--- config.mk ---
export PLATFORM = sky130hd
export DESIGN_NAME = instr_encoder
export DESIGN_NICKNAME = d
export VERILOG_FILES = /design/src/rtl/instr_encoder.sv
export SDC_FILE = /design/constraint.sdc
export NUM_CORES = 1
export LEC_CHECK = 0
export ABC_AREA = 1
export CORE_UTILIZATION = 40
export CTS_CLUSTER_DIAMETER = 60
export DETAILED_ROUTE_END_ITERATION = 10
export PLACE_DENSITY = 0.89
export SYNTH_ARGS = -nofsm -noshare
export SYNTH_HDL_FRONTEND = slang
export SYNTH_SLANG_ARGS = --single-unit
--- constraint.sdc ---
create_clock -name clk -period 1.8 [get_ports clk]
set_input_delay 0.45 -clock clk [delete_from_list [all_inputs] [get_ports clk]]
set_output_delay 0.45 -clock clk [all_outputs]
set_load 0.01 [all_outputs]
--- src/rtl/instr_encoder.sv ---
// instr_encoder: encodes one instruction per request and writes it to instruction memory.
// Ports: clk, reset_n, clear, in_valid/in_ready, cls/rs/rt/rd/shamt/funct/imm/target in;
//        imem_we/imem_waddr/imem_wdata, full, err, count out.
// Optional: define INSTR_ENCODER_CHECKSUM_EN to add the csum[31:0] output.
module instr_encoder #(
    parameter int ADDR_W = 6
) (
    input  logic              clk,
    input  logic              reset_n,
    input  logic              clear,
    input  logic              in_valid,
    output logic              in_ready,
    input  logic [3:0]        cls,
    input  logic [4:0]        rs,
    input  logic [4:0]        rt,
    input  logic [4:0]        rd,
    input  logic [4:0]        shamt,
    input  logic [5:0]        funct,
    input  logic [15:0]       imm,
    input  logic [25:0]       target,
    output logic              imem_we,
    output logic [ADDR_W-1:0] imem_waddr,
    output logic [31:0]       imem_wdata,
    output logic              full,
    output logic              err,
    output logic [ADDR_W:0]   count
`ifdef INSTR_ENCODER_CHECKSUM_EN
    ,
    output logic [31:0]       csum
`endif
);

    localparam logic [1:0] IDLE  = 2'd0;
    localparam logic [1:0] WRITE = 2'd1;
    localparam logic [1:0] FULL  = 2'd2;

    localparam logic [ADDR_W-1:0] PTR_ONE = 1;
    localparam logic [ADDR_W:0]   CNT_ONE = 1;

    logic [1:0]        state;
    logic [ADDR_W-1:0] ptr;
    logic              armed;
    logic              accept;
    logic              legal;
    logic [31:0]       word;

    always_comb begin
        word  = '0;
        legal = 1'b1;
        unique case (cls)
            4'd0:    word = {6'b000000, rs, rt, rd, shamt, funct};
            4'd1:    word = {6'b100011, rs, rt, imm};
            4'd2:    word = {6'b101011, rs, rt, imm};
            4'd3:    word = {6'b000100, rs, rt, imm};
            4'd4:    word = {6'b000110, rs, rt, imm};
            4'd5:    word = {6'b001000, rs, rt, imm};
            4'd6:    word = {6'b001111, 5'b0, rt, imm};
            4'd7:    word = {6'b011000, 5'b0, rt, imm};
            4'd8:    word = {6'b000010, target};
            default: legal = 1'b0;
        endcase
    end

    // armed holds in_ready low until the first edge after reset release
    assign in_ready = armed & (state == IDLE) & ~clear;
    assign accept   = in_valid & in_ready;
    // a clear in the write cycle cancels the pending write
    assign imem_we  = (state == WRITE) & ~clear;
    assign full     = (state == FULL);

    always_ff @(posedge clk or negedge reset_n) begin
        if (!reset_n) begin
            state      <= IDLE;
            armed      <= 1'b0;
            ptr        <= '0;
            count      <= '0;
            err        <= 1'b0;
            imem_waddr <= '0;
            imem_wdata <= '0;
        end else begin
            armed <= 1'b1;
            if (clear) begin
                state <= IDLE;
                ptr   <= '0;
                count <= '0;
            end else begin
                unique case (state)
                    IDLE: begin
                        if (accept) begin
                            if (legal) begin
                                imem_waddr <= ptr;
                                imem_wdata <= word;
                                state      <= WRITE;
                            end else begin
                                err <= 1'b1;
                            end
                        end
                    end
                    WRITE: begin
                        ptr   <= ptr + PTR_ONE;
                        count <= count + CNT_ONE;
                        state <= (ptr == '1) ? FULL : IDLE;
                    end
                    FULL:    state <= FULL;
                    default: state <= IDLE;
                endcase
            end
        end
    end

`ifdef INSTR_ENCODER_CHECKSUM_EN
    always_ff @(posedge clk or negedge reset_n) begin
        if (!reset_n) begin
            csum <= '0;
        end else if (clear) begin
            csum <= '0;
        end else if (imem_we) begin
            csum <= csum ^ imem_wdata;
        end
    end
`endif

endmodule

* Word level (Yosys, flattened, before mapping) *
Index checks and enable logic that the tools add are counted.

operators by class
  add/subtract/negate cells = 2
  equality and inequality tests = 13
  multiplexer cells = 11
  bitwise gates (word level) = 6
  reductions and logical operators = 7

operators by type and width
  kind                                                                    count
  32-bit case mux with 9 select lines                                     1
  4-bit by 3-bit equality test with 1-bit output (second input constant)  4
  7-bit two-way mux                                                       2
  6-bit two-way mux                                                       2
  9-bit OR reduction                                                      1
  4-bit by 2-bit equality test with 1-bit output (second input constant)  2
  2-bit two-way mux                                                       4
  4-bit AND reduction                                                     2
  7-bit by 1-bit adder with 7-bit output (second input constant)          1
  6-bit by 1-bit adder with 6-bit output (second input constant)          1
  6-bit equality test (second input constant)                             1
  3-bit inequality test (second input constant)                           2
  2-bit case mux with 3 select lines                                      1
  1-bit AND                                                               4
  4-bit by 1-bit equality test with 1-bit output (second input constant)  1
  4-bit equality test (second input constant)                             1
  4-bit logical NOT                                                       1
  2-bit by 1-bit equality test with 1-bit output (second input constant)  1
  2-bit equality test (second input constant)                             1
  2-bit logical NOT                                                       1
  1-bit NOT                                                               2
  2-bit AND reduction                                                     1
  2-bit nonzero test                                                      1
  1-bit two-way mux                                                       1

storage, ports and cells
  register bits = 55
  bits of input ports = 76
  output and inout port bits = 49
  word-level logic and storage cells = 46

* Depth between registers and ports, before layout *
  depth in word-level cells = 7
  mapped depth = 8
  mapped depth without buffers = 8

* Worst setup path after synthesis *
OpenSTA, ideal clock, no wires.

  kind = input to output
  start = in clear
  end = out imem_we
  arrival = 996 ps
  path slack = 354 ps
  stages = 4
  cell sequence = inv_1 -> clkbuf_1 -> nand2_1 -> inv_1

on the way
  cells in the longest elaborated chain, start to end = 2

ends and longest elaborated chain
  item                 RTL line  RTL
  start, declared      10        input logic clear,
  1-bit NOT (no line)  -
  1-bit AND            68        assign imem_we = (state == WRITE) & ~clear;
  end, declared        21        output logic imem_we,

Every way passes these cells.

* Worst setup path after layout *
  start = reg count[3]
  end = out count[3]

RTL lines
  item                    RTL line  RTL
  start, declared         26        output logic [ADDR_W:0] count
  start signal, assigned  101       count <= count + CNT_ONE;

No word-level cell between the ends.

==> flow_metrics.tcl <==
set metrics [dict create \
    outcome "finished clean" \
    ios 125 \
    layout-drive-gt1-share_pct 9.298 \
    hold_viol_final 0 \
    die_h_microns 86.30 \
    area_delta_synth_final_pct 58.05 \
    yosys_warnings 0 \
    rsz0062_at_grt "false" \
    clkTransAtPathRegs_ns 0.11 \
    synth_top_area_share_pct 48.42 \
    post-synth-top-area-cell "dfrtp_1" \
    drc 0 \
    cts_max_path_buffers 2 \
    leakagePower_nw 2.170 \
    hold_class "primary input to asynchronous set/reset pin" \
    cts_made_buffers 5 \
    setup_viol 0 \
    r2r-start "state[0]" \
    core_area_sq_um 6832 \
    reg2reg_depth 7 \
    drt.antenna.violating_nets 0 \
    cts_sinks 55 \
    arrival_ns 1.29 \
    htreeDepth 2 \
    grt_pass1_vias 3074 \
    layout_common_cells "nand2_1, clkdlybuf4s50_1, nand3_1" \
    irDropWorstVdd_uv 346.7 \
    hpwl_microns 6138 \
    wl_per_cell_microns 12.80 \
    crit_family "buffers and inverters" \
    grt_max_degree 56 \
    max-cap-violations 0 \
    combinationalPowerShare_pct 28.6 \
    crit_path_cell_trace "clkdlybuf4s50_1" \
    syn_area_per_cell_sq_um 7.384 \
    internal-power_mw 2.358 \
    synth_seq_cells 55 \
    cp.depth 1 \
    end_kind "output port" \
    pwr-share-clk_pct 25.7 \
    track_usage_pct 22.59 \
    drt-total-wl_microns 7976 \
    cp_num_buf_inv 1 \
    fmax_mhz 574.4 \
    layout.cells.non_filler 623 \
    syn_inst 385 \
    cts_tree "built" \
    cpPeakStageDelay_ns 0.56 \
    skew_ns 0.01039 \
    worstSetupStartpointType "register" \
    multi_input_area_sq_um 1306 \
    drt_iter0_drc 148 \
    cp_max_fo 5 \
    ys_types 22 \
    critPathKind "register to output port" \
    vias 3102 \
    fin_nets 604 \
    timing.critical_path.from "count[3]" \
    globalplace.congestion 0.8308 \
    dieArea_sq_um 7448 \
    clock_latency_ns 0.31 \
    p_sw_mw 0.9127 \
    p_seq_share_pct 45.7 \
    n_fill_cell 608 \
    ctsHoldBuffers 0 \
    period_needed_ns 1.741 \
    switching_share_pct 27.91 \
    period_share_pct 96.72 \
    power.density_nw_per_um2 727.9 \
    antenna_cells 0 \
    antenna_found_initial 0 \
    drt_pre_antenna_iters 5 \
    cp.required_ns 1.35 \
    synth_fp_nets 463 \
    place_inst 613 \
    grt_first_pass_wirelength_microns 13320 \
    cp_slowest_cell "clkdlybuf4s50_1" \
    portBuffers 124 \
    clockRootBuffer "clkbuf_8" \
    worst_hold_slack_ns 0.1218 \
    final_common_cell "nand2_1" \
    drv_slew 0 \
    die_w_microns 86.30 \
    viasPerCell 4.979 \
    placementRows 30 \
    synth_area_sq_um 2843 \
    ff_latch_area_sq_um 1379 \
    ys_top_cells_by_area "dfrtp_1, nand2_1, nand3_1" \
    overflow 0 \
    start_util_pct 41.61 \
    synth-seq-area-share_pct 48.42 \
]
-- kinds of logic after synthesis --
| group | share of synthesized area (%) |
|---|---|
| other cells | 0.1319 |
| flops | 48.42 |
| simple gates | 41.51 |
| buf+inv | 5.898 |
| xor+xnor | 0.9245 |
| fa+ha+maj | 0.8801 |
| compound gates | 2.245 |
-- per-stage QoR --
stage                     power (mW)  setup WS, ns  cell area, sq um  utilization [%]  setup TNS, ns
final                          3.270       0.05905              4493            65.77              0
after global routing           3.442      0.008463              4493            65.77              0
after CTS                      3.301      0.009087              4479            65.57              0
after detailed placement       2.452       -0.3692              4368            63.94         -8.175
after global placement         2.424       -0.3442              4368            63.94         -5.739
after floorplan                1.830        0.3540              2843                -              0
-- synth_stat cells --
cell type  number
o21bai_1        1
xnor2_1         3
nand2_1       154
buf_1           2
inv_1          14
nor3_1          6
ha_1            2
inv_2           1
clkbuf_1        3
conb_1          1
buf_2           8
nand3b_1        1
a21oi_2         1
buf_4           7
nand3_1        86
a211oi_1        1
dfrtp_1        55
nor2_1         24
nand4_1         4
a21oi_1         5
o21ai_0         3
nor2_2          3
-- layout make-up --
type / instances / area share [%]
tap: 96 / 2.673
inverter: 15 / 1.253
timing repair buffer: 154 / 33.72
clock inverter: 3 / 1.058
sequential: 55 / 30.69
multi-input combinational: 295 / 29.07
clock buffer: 5 / 1.532
-- sequential cells by signal, indices dropped and copies added, names as in the netlist --
signal / cells
armed: 1
imem_wdata: 32
count: 7
state: 2
err: 1
imem_waddr: 6
ptr: 6
-- power groups by stage --
| stage | Sequential (mW) | Clock, mW | Combinational, mW |
|---|---|---|---|
| floorplan | 1.58 | 0 | 0.252 |
| detailed placement | 1.52 | 0 | 0.933 |
| CTS | 1.50 | 0.867 | 0.934 |
| global route | 1.51 | 0.909 | 1.02 |
| finish | 1.49 | 0.839 | 0.936 |
| global placement | 1.52 | 0 | 0.908 |
-- worst paths after layout --
path	endpoint	slack, ns
worst max-delay path	count[3]	0.06
worst min-delay path	imem_waddr[5]	0.12
worst max register to register	imem_wdata[21]	0.33
worst min register to register	imem_wdata[24]	0.48
max in group asynchronous	imem_wdata[18]	1.42
min in group clk	imem_wdata[24]	0.48
-- what timing repair did --
item / in CTS / in global routing
endpoints found under the setup margin: 3 / 5
endpoints found under the hold margin: 0 / 0
buffers inserted: 0 / 2
resized for setup: 5 / 4
-- routing by layer --
layer | GRT usage (%) | share of wire [%] | vias to the layer above
met3 | 6.476 | 7.6 | 19
met4 | 7.121 | 1.8 | 0
li1 | - | - | 1526
met1 | 23.96 | 39 | 1429
met5 | 0 | 0 | -
met2 | 42.86 | 52 | 128
(Power assumes the default switching activity.)
